==> config.mk <==
export PLATFORM = sky130hd
export DESIGN_NAME = cache_fill_ctrl_flat
export DESIGN_NICKNAME = d
export VERILOG_FILES = /design/src/rtl/fill_pkg.sv /design/src/rtl/cache_fill_ctrl_if.sv /design/src/rtl/fill_counter.sv /design/src/rtl/cache_fill_ctrl.sv /design/src/flat_wrapper.sv
export SDC_FILE = /design/constraint.sdc
export NUM_CORES = 1
export LEC_CHECK = 0
export CORE_UTILIZATION = 37
export DETAILED_ROUTE_END_ITERATION = 8
export PLACE_DENSITY = 0.82
export SLEW_MARGIN = 15
export SYNTH_ARGS = -nofsm -noshare
export SYNTH_HDL_FRONTEND = slang
export SYNTH_SLANG_ARGS = --single-unit
==> constraint.sdc <==
create_clock -name clk -period 3.3 [get_ports clk]
set_input_delay 0.495 -clock clk [delete_from_list [all_inputs] [get_ports clk]]
set_output_delay 0.495 -clock clk [all_outputs]
set_load 0.01 [all_outputs]
==> src/rtl/fill_pkg.sv <==
// Shared constants, state/owner encodings and address helper for the cache fill controller.
package fill_pkg;

   localparam int WORDS_PER_BLK = 8;
   localparam int MEM_LATENCY   = 4;
   localparam int ADDR_W        = 16;
   localparam int DATA_W        = 16;
   localparam int BLK_OFFSET_W  = 4;
   localparam int WORD_IDX_W    = 3;
   localparam int CNT_W         = WORD_IDX_W + 1;
   localparam int BASE_W        = ADDR_W - BLK_OFFSET_W;

   typedef enum logic [1:0] {
      IDLE,
      ISSUE,
      DRAIN,
      DONE
   } fill_state_t;

   typedef enum logic {
      OWN_I,
      OWN_D
   } owner_t;

   // Byte address of word idx inside the block selected by base.
   function automatic logic [ADDR_W-1:0] word_addr(input logic [BASE_W-1:0] base,
                                                   input logic [WORD_IDX_W-1:0] idx);
      return {base, idx, 1'b0};
   endfunction

endpackage

==> src/rtl/cache_fill_ctrl_if.sv <==
// Cache-side and memory-side signals of the fill controller; master is the controller.
interface cache_fill_ctrl_if;
   import fill_pkg::*;

   logic              icache_miss;
   logic [ADDR_W-1:0] icache_addr;
   logic              dcache_miss;
   logic [ADDR_W-1:0] dcache_addr;

   logic              mem_enable;
   logic [ADDR_W-1:0] mem_addr;
   logic              mem_data_valid;
   logic [DATA_W-1:0] mem_data_in;

   logic [DATA_W-1:0]     fill_data;
   logic [WORD_IDX_W-1:0] fill_word;
   logic                  fill_we_i;
   logic                  fill_we_d;
   logic                  tag_we_i;
   logic                  tag_we_d;
   logic                  stall_i;
   logic                  stall_d;
   logic                  busy;

   modport master (
      input  icache_miss, icache_addr, dcache_miss, dcache_addr,
      input  mem_data_valid, mem_data_in,
      output mem_enable, mem_addr,
      output fill_data, fill_word, fill_we_i, fill_we_d,
      output tag_we_i, tag_we_d, stall_i, stall_d, busy
   );

   modport slave (
      output icache_miss, icache_addr, dcache_miss, dcache_addr,
      output mem_data_valid, mem_data_in,
      input  mem_enable, mem_addr,
      input  fill_data, fill_word, fill_we_i, fill_we_d,
      input  tag_we_i, tag_we_d, stall_i, stall_d, busy
   );

endinterface

==> src/rtl/fill_counter.sv <==
// Clearable up-counter; term flags the increment that completes the last word of a block.
module fill_counter
   import fill_pkg::*;
#(
   parameter int W    = CNT_W,
   parameter int LAST = WORDS_PER_BLK - 1
) (
   input  logic         clk,
   input  logic         rst,
   input  logic         clear,
   input  logic         enable,
   output logic [W-1:0] count,
   output logic         term
);

   always_ff @(posedge clk) begin
      if (rst || clear) begin
         count <= '0;
      end else if (enable) begin
         count <= count + W'(1);
      end
   end

   assign term = enable && (count == W'(LAST));

endmodule

==> src/rtl/cache_fill_ctrl.sv <==
// Miss handler: fetches one 8-word block from pipelined main memory into the I- or D-cache.
module cache_fill_ctrl
   import fill_pkg::*;
(
   input logic                clk,
   input logic                rst,
   cache_fill_ctrl_if.master  bus
);

   fill_state_t       state;
   fill_state_t       state_next;
   owner_t            owner;
   logic [BASE_W-1:0] base;

   logic [CNT_W-1:0] issue_cnt;
   logic [CNT_W-1:0] recv_cnt;
   logic             issue_en;
   logic             recv_en;
   logic             issue_last;
   logic             recv_last;
   logic             cnt_clear;
   logic             unused_bits;

   always_ff @(posedge clk) begin
      if (rst) begin
         state <= IDLE;
      end else begin
         state <= state_next;
      end
   end

   // D-cache misses win when both caches miss in the same IDLE cycle.
   always_ff @(posedge clk) begin
      if (rst) begin
         owner <= OWN_I;
         base  <= '0;
      end else if (state == IDLE) begin
         if (bus.dcache_miss) begin
            owner <= OWN_D;
            base  <= bus.dcache_addr[ADDR_W-1:BLK_OFFSET_W];
         end else if (bus.icache_miss) begin
            owner <= OWN_I;
            base  <= bus.icache_addr[ADDR_W-1:BLK_OFFSET_W];
         end
      end
   end

   always_comb begin
      state_next     = state;
      issue_en       = 1'b0;
      recv_en        = 1'b0;
      cnt_clear      = 1'b0;
      bus.mem_enable = 1'b0;
      bus.tag_we_i   = 1'b0;
      bus.tag_we_d   = 1'b0;
      case (state)
         IDLE: begin
            if (bus.dcache_miss || bus.icache_miss) begin
               state_next = ISSUE;
            end
         end
         ISSUE: begin
            bus.mem_enable = 1'b1;
            issue_en       = 1'b1;
            recv_en        = bus.mem_data_valid;
            if (issue_last) begin
               state_next = DRAIN;
            end
         end
         DRAIN: begin
            recv_en = bus.mem_data_valid;
            if (recv_last) begin
               state_next = DONE;
            end
         end
         DONE: begin
            bus.tag_we_i = (owner == OWN_I);
            bus.tag_we_d = (owner == OWN_D);
            cnt_clear    = 1'b1;
            state_next   = IDLE;
         end
         default: begin
            state_next = IDLE;
         end
      endcase
   end

   fill_counter #(.W(CNT_W), .LAST(WORDS_PER_BLK - 1)) u_issue_cnt (
      .clk    (clk),
      .rst    (rst),
      .clear  (cnt_clear),
      .enable (issue_en),
      .count  (issue_cnt),
      .term   (issue_last)
   );

   fill_counter #(.W(CNT_W), .LAST(WORDS_PER_BLK - 1)) u_recv_cnt (
      .clk    (clk),
      .rst    (rst),
      .clear  (cnt_clear),
      .enable (recv_en),
      .count  (recv_cnt),
      .term   (recv_last)
   );

   assign bus.mem_addr  = word_addr(base, issue_cnt[WORD_IDX_W-1:0]);
   assign bus.fill_data = bus.mem_data_in;
   assign bus.fill_word = recv_cnt[WORD_IDX_W-1:0];
   assign bus.fill_we_i = recv_en && (owner == OWN_I);
   assign bus.fill_we_d = recv_en && (owner == OWN_D);
   assign bus.busy      = (state != IDLE);

   // Stalls look at the raw miss lines so the pipeline freezes in the very cycle the miss appears.
   assign bus.stall_d = bus.dcache_miss || (bus.busy && owner == OWN_D);
   assign bus.stall_i = bus.icache_miss || (bus.busy && owner == OWN_I) || bus.stall_d;

   assign unused_bits = ^{bus.icache_addr[BLK_OFFSET_W-1:0], bus.dcache_addr[BLK_OFFSET_W-1:0],
                          issue_cnt[CNT_W-1], recv_cnt[CNT_W-1]};

endmodule

==> src/flat_wrapper.sv <==
// flat-port wrapper written by rule: the top's interface ports become plain ports
module cache_fill_ctrl_flat import fill_pkg::*;
  (clk, rst, bus_icache_miss, bus_icache_addr, bus_dcache_miss, bus_dcache_addr, bus_mem_data_valid, bus_mem_data_in, bus_mem_enable, bus_mem_addr, bus_fill_data, bus_fill_word, bus_fill_we_i, bus_fill_we_d, bus_tag_we_i, bus_tag_we_d, bus_stall_i, bus_stall_d, bus_busy);
  cache_fill_ctrl_if bus_i ();
  input logic clk;
  input logic rst;
  input wire logic [$bits(bus_i.icache_miss)-1:0] bus_icache_miss;
  input wire logic [$bits(bus_i.icache_addr)-1:0] bus_icache_addr;
  input wire logic [$bits(bus_i.dcache_miss)-1:0] bus_dcache_miss;
  input wire logic [$bits(bus_i.dcache_addr)-1:0] bus_dcache_addr;
  input wire logic [$bits(bus_i.mem_data_valid)-1:0] bus_mem_data_valid;
  input wire logic [$bits(bus_i.mem_data_in)-1:0] bus_mem_data_in;
  output wire logic [$bits(bus_i.mem_enable)-1:0] bus_mem_enable;
  output wire logic [$bits(bus_i.mem_addr)-1:0] bus_mem_addr;
  output wire logic [$bits(bus_i.fill_data)-1:0] bus_fill_data;
  output wire logic [$bits(bus_i.fill_word)-1:0] bus_fill_word;
  output wire logic [$bits(bus_i.fill_we_i)-1:0] bus_fill_we_i;
  output wire logic [$bits(bus_i.fill_we_d)-1:0] bus_fill_we_d;
  output wire logic [$bits(bus_i.tag_we_i)-1:0] bus_tag_we_i;
  output wire logic [$bits(bus_i.tag_we_d)-1:0] bus_tag_we_d;
  output wire logic [$bits(bus_i.stall_i)-1:0] bus_stall_i;
  output wire logic [$bits(bus_i.stall_d)-1:0] bus_stall_d;
  output wire logic [$bits(bus_i.busy)-1:0] bus_busy;
  assign bus_i.icache_miss = bus_icache_miss;
  assign bus_i.icache_addr = bus_icache_addr;
  assign bus_i.dcache_miss = bus_dcache_miss;
  assign bus_i.dcache_addr = bus_dcache_addr;
  assign bus_i.mem_data_valid = bus_mem_data_valid;
  assign bus_i.mem_data_in = bus_mem_data_in;
  assign bus_mem_enable = bus_i.mem_enable;
  assign bus_mem_addr = bus_i.mem_addr;
  assign bus_fill_data = bus_i.fill_data;
  assign bus_fill_word = bus_i.fill_word;
  assign bus_fill_we_i = bus_i.fill_we_i;
  assign bus_fill_we_d = bus_i.fill_we_d;
  assign bus_tag_we_i = bus_i.tag_we_i;
  assign bus_tag_we_d = bus_i.tag_we_d;
  assign bus_stall_i = bus_i.stall_i;
  assign bus_stall_d = bus_i.stall_d;
  assign bus_busy = bus_i.busy;
  cache_fill_ctrl u_core (.clk(clk), .rst(rst), .bus(bus_i));
endmodule
* Word-level counts from Yosys, hierarchy flattened
Cells that the tools add are included.
Operators by class: reductions and logical operators 17, bitwise operators 1, multiplexer cells 13, equal/unequal tests 8, add/sub/neg operators 2
Operator list (count):
- two-way mux 12 bit | 2
- adder 4 x 1 -> 4 bit (second input constant) | 2
- equality test 4 x 3 -> 1 bit (second input constant) | 2
- case mux 2 bit (4 select lines) | 1
- two-way mux 1 bit | 7
- logical AND 1 bit | 6
- two-way mux 2 bit | 3
- logical OR 1 bit | 5
- equality test 2 bit (second input constant) | 2
- != test 2 x 1 -> 1 bit (second input constant) | 2
- nonzero test 2 bit | 2
- AND reduction 3 bit | 1
- equality test 2 x 1 -> 1 bit (second input constant) | 1
- zero test 2 bit | 1
- != test 2 bit (second input constant) | 1
- AND reduction 2 bit | 1
- OR reduction 2 bit | 1
- NOT 1 bit | 1
Storage, ports and cells: bits of input ports 53, output and inout bits 43, word-level logic and storage cells 46, bits in registers 23

* Longest topological paths before layout
word-level depth 6, depth in mapped cells 7, mapped depth without buffers 6

* Cells and area by module
Synthesis repeated with hierarchy kept, for this count alone.
Unflattened totals: cell total of the unflattened synthesis 137, area, all modules 1408.9 um2
By module, submodules not included:
- cache_fill_ctrl | instances 1, cells an instance 101, area each 988.4 um2, sequential area each 300.3 um2
- fill_counter | instances 2, cells an instance 18, area each 210.2 um2, sequential area each 80.1 um2

* Worst setup path after synthesis
OpenSTA, ideal clock, no wires.
kind register to register, from register u_core.state[0], to register u_core.state[0], cell stages (with the launch flop) 7, period minus slack after synthesis 1.549 ns, buffers on the path 0, path slack 1.751 ns, arrival 1.463 ns, data required time 3.214 ns, setup time 0.086 ns, path through dfxtp_1 inv_1 ha_1 nand2_2 o31ai_4 nand3_2 a221oi_2
On the way: word-level cells in the longest chain between the ends 6, elaborated cells between the ends (all ways) 14, classes of those cells eq/ne: 6; mux: 3; reduce/logical: 5
RTL lines:
- start, declared | line cache_fill_ctrl.sv:10 | fill_state_t state;
- start signal, assigned | line cache_fill_ctrl.sv:28 | state <= state_next;
- equality test 2 x 1 -> 1 bit or equality test 2 bit (tied branches) | line cache_fill_ctrl.sv:56 | case (state)
- OR reduction 2 bit (no line)
- two-way mux 1 bit | line cache_fill_ctrl.sv:56
- logical AND 1 bit | line fill_counter.sv:24 | assign term = enable && (count == W'(LAST));
- != test 2 x 1 -> 1 bit (no line)
- AND reduction 3 bit (no line)
Several ways; a longest one is shown, not always the timed one. A chain may end at the register's enable or synchronous reset.

* Final worst setup path
from register u_core.state[0], to output port bus_fill_we_i
On the way: word-level cells in the longest chain between the ends 4, elaborated cells between the ends (all ways) 5, classes of those cells eq/ne: 2; mux: 1; reduce/logical: 2
RTL lines:
- equality test 2 x 1 -> 1 bit or equality test 2 bit (tied branches) | line cache_fill_ctrl.sv:56
- OR reduction 2 bit (no line) (*)
- two-way mux 1 bit (*) | line cache_fill_ctrl.sv:56
- logical AND 1 bit (*) | line cache_fill_ctrl.sv:109 | assign bus.fill_we_i = recv_en && (owner == OWN_I);
- end, declared | line flat_wrapper.sv:17 | output wire logic [$bits(bus_i.fill_we_i)-1:0] bus_fill_we_i;
Every way passes the cells marked *; elsewhere a longest branch is shown, timed or not.

==> run summary <==
wire length of the first global-routing pass: 3840 um
# rows: 21
DRC errors left: 0
net count of the mapped netlist: 202
number of filler cells placed in the layout: 361
clock root cell: sky130_fd_sc_hd__clkbuf_4
drt first pass iters: 3
Worst-path clk slew: 130 ps
RSZ-0062 raised after global routing: no
Initial DRC Count: 15
count of flip-flops with a built-in enable after synthesis: 0
TritonCTS clock tree: yes
number of placed I/O pins: 96
flip-flop and latch area: 460 um^2
number of clock sinks seen by CTS: 23
Routability Congestion: 0.729
final routed wire length divided by cell count: 10.8 um
count of maximum capacitance violations: 0
layout overhead on the synthesized area: 32.7%
Setup Viol. Count Final: 0
warning count from the yosys run: 0
total CTS buffers: 3
crit path launch type: flip-flop
cell taking the most area after synthesis: sky130_fd_sc_hd__dfxtp_1
maximum number of pins on one net before global-route repair: 25
start point of the worst hold path: u_core.u_recv_cnt.count[1]
top flip-flop cell by instance count after synthesis: sky130_fd_sc_hd__dfxtp_1
type of the setup path with the least slack: reg2out
combined area of the multi-input logic cells: 632 um^2
most numerous cell in the Yosys netlist: sky130_fd_sc_hd__buf_4
worst-path maximum fanout: 6
max-slew headroom at the worst pin: 0.617
slew at the pin closest to its max-slew limit: 573 ps
number of levels the H-tree was split into: 1
worst flop-to-flop path startpoint: u_core.state[0]
Worst Setup SP: u_core.state[0]
number of vias per cell: 4.58
final wirelength: 2380 um
maximum ir drop on the vdd rail: 0.000285 V
layout cell share with drive strength beyond 1: 0.0867
Die Span X: 61.5 um
initial antenna violation count: 0
Overflow after GRT: 0
count of endpoints failing hold in the final timing report: 0
top cells by count, synth: sky130_fd_sc_hd__buf_4 (25), sky130_fd_sc_hd__dfxtp_1 (23), sky130_fd_sc_hd__nor2_1 (21), sky130_fd_sc_hd__mux2i_1 (13), sky130_fd_sc_hd__a211oi_1 (12)
Arrival @ worst endpoint: 1950 ps
number of hold buffers added after CTS: 0
post-synthesis sequential area ratio: 0.352
number of nets in the layout: 233
share of the clock period used by the worst path: 0.741
cells after synthesis: 143
post-layout util: 0.516
antenna-violating nets left: 0
final critical path time including I/O delays and setup: 2450 ps
required time of the critical path: 2800 ps
Total Die Area: 3780 um^2
via count of the first global-routing pass: 915
Yosys reg bits: 23
cell area after synthesis: 1310 um^2
total setup buffers inserted after CTS: 0
aggregate global-route resource usage: 0.137
placeable core region: 3360 um^2
largest cells by area after synthesis: sky130_fd_sc_hd__dfxtp_1 (35%), sky130_fd_sc_hd__buf_4 (14%), sky130_fd_sc_hd__mux2i_1 (9.9%)
count of cell types in the netlist: 31
share of flip-flops with an asynchronous set or reset: 0
final clock skew: 6.79 ps
fmax: 0.409 GHz
Initial Util: 0.389
fraction of synthesized cell area taken by the top area cell type: 0.352
minimum hold slack: 506 ps
total via count after detailed routing: 1004
half-perimeter wire length after placement: 1890 um
maximum number of buffers from clock root to sink: 2
Setup Slack @ Placement: 858 ps
Slew Viols, Final: 0
worst hold path class: reg2reg
Worst setup EP type: output port
sum of negative setup slack: 0 ps
mean instance size in the synthesized netlist: 9.15 um^2
clk_lat worst skew: 300 ps
leakage power: 0.694 nW
number of port buffers: 54
diode count: 0
Die Span Y: 61.5 um
count of instances resized after the clock tree is built: 0
power density over the cells: 691 nW/um^2
PnR worst setup slack: 853 ps
run status: finished, final reports clean
-- kinds of logic (layout without fill, tap and decap cells) --
| family | after synthesis | after routing | share of synthesized area |
|---|---|---|---|
| flip-flops | 23 | 23 | 0.352 |
| AO/OA/AOI/OAI | 21 | 21 | 0.130 |
| other | 1 | 1 | 0.00287 |
| XOR/XNOR | 5 | 5 | 0.0335 |
| AND/OR/NAND/NOR | 42 | 42 | 0.160 |
| buffers and inverters | 32 | 62 | 0.165 |
| adder cells (fa/ha/maj) | 6 | 6 | 0.0574 |
| multiplexers | 13 | 13 | 0.0994 |
-- where the power goes --
group          switching [W]  internal, W  total, W
combinational       0.000313     0.000333  0.000646
clock              0.0000841    0.0000451  0.000129
sequential         0.0000597     0.000365  0.000425
-- worst max-delay path, stage by stage (launching register included) --
cell and delay [ps]:
sky130_fd_sc_hd__dfxtp_1 390, sky130_fd_sc_hd__inv_1 100, sky130_fd_sc_hd__ha_1 380, sky130_fd_sc_hd__nand2_2 140
sky130_fd_sc_hd__nor2_1 110, sky130_fd_sc_hd__clkdlybuf4s50_1 540
-- area by class of cell --
cell class | instances | area share
Multi-Input combinational cell | 88 | 0.364
Clock buffer | 3 | 0.0130
Sequential cell | 23 | 0.265
Tap cell | 46 | 0.0331
Clock inverter | 1 | 0.00288
Timing Repair Buffer | 55 | 0.316
Inverter | 3 | 0.00648
-- through the flow --
stage               instance area, um^2  total power [W]  instances
floorplan                          1310         0.000849        143
global placement                   1710          0.00108        215
detailed placement                 1710          0.00109        215
CTS                                1740          0.00122        219
global route                       1740          0.00131        219
finish                             1740          0.00120        219
-- sequential cells by signal (all words and copies together) (netlist names) --
register	cells
u_core.u_recv_cnt.count	4
u_core.owner	1
u_core.u_issue_cnt.count	4
u_core.state	2
u_core.base	12
-- worst paths after layout --
path,to,slack [ps],depth (start not counted)
min reg2reg,u_core.u_recv_cnt.count[1],510,2
max reg2reg,u_core.state[0],1560,6
min,u_core.u_recv_cnt.count[1],510,2
max,bus_fill_we_i,850,5
-- routing by layer --
metal | GRT usage | up-vias | share of wire
met5 | 0 | - | 0
li1 | - | 527 | -
met2 | 0.236 | 39 | 0.48
met4 | 0.0286 | 0 | 0.0034
met3 | 0.0588 | 2 | 0.089
met1 | 0.158 | 436 | 0.43
-- layout by cell type, fill, tap and decap left out, types with 2 or more instances in the layout --
master / count
sky130_fd_sc_hd__mux2i_1: 13
sky130_fd_sc_hd__a21oi_1: 3
sky130_fd_sc_hd__nand2_1: 6
sky130_fd_sc_hd__inv_1: 3
sky130_fd_sc_hd__nor2_4: 2
sky130_fd_sc_hd__a211oi_1: 12
sky130_fd_sc_hd__nand3_1: 3
sky130_fd_sc_hd__clkbuf_4: 3
sky130_fd_sc_hd__dfxtp_1: 23
sky130_fd_sc_hd__ha_1: 6
sky130_fd_sc_hd__nand4_1: 2
sky130_fd_sc_hd__clkdlybuf4s50_1: 54
sky130_fd_sc_hd__nor2_1: 21
sky130_fd_sc_hd__xor2_1: 4
Note: power is estimated with default switching activity, not from simulation.
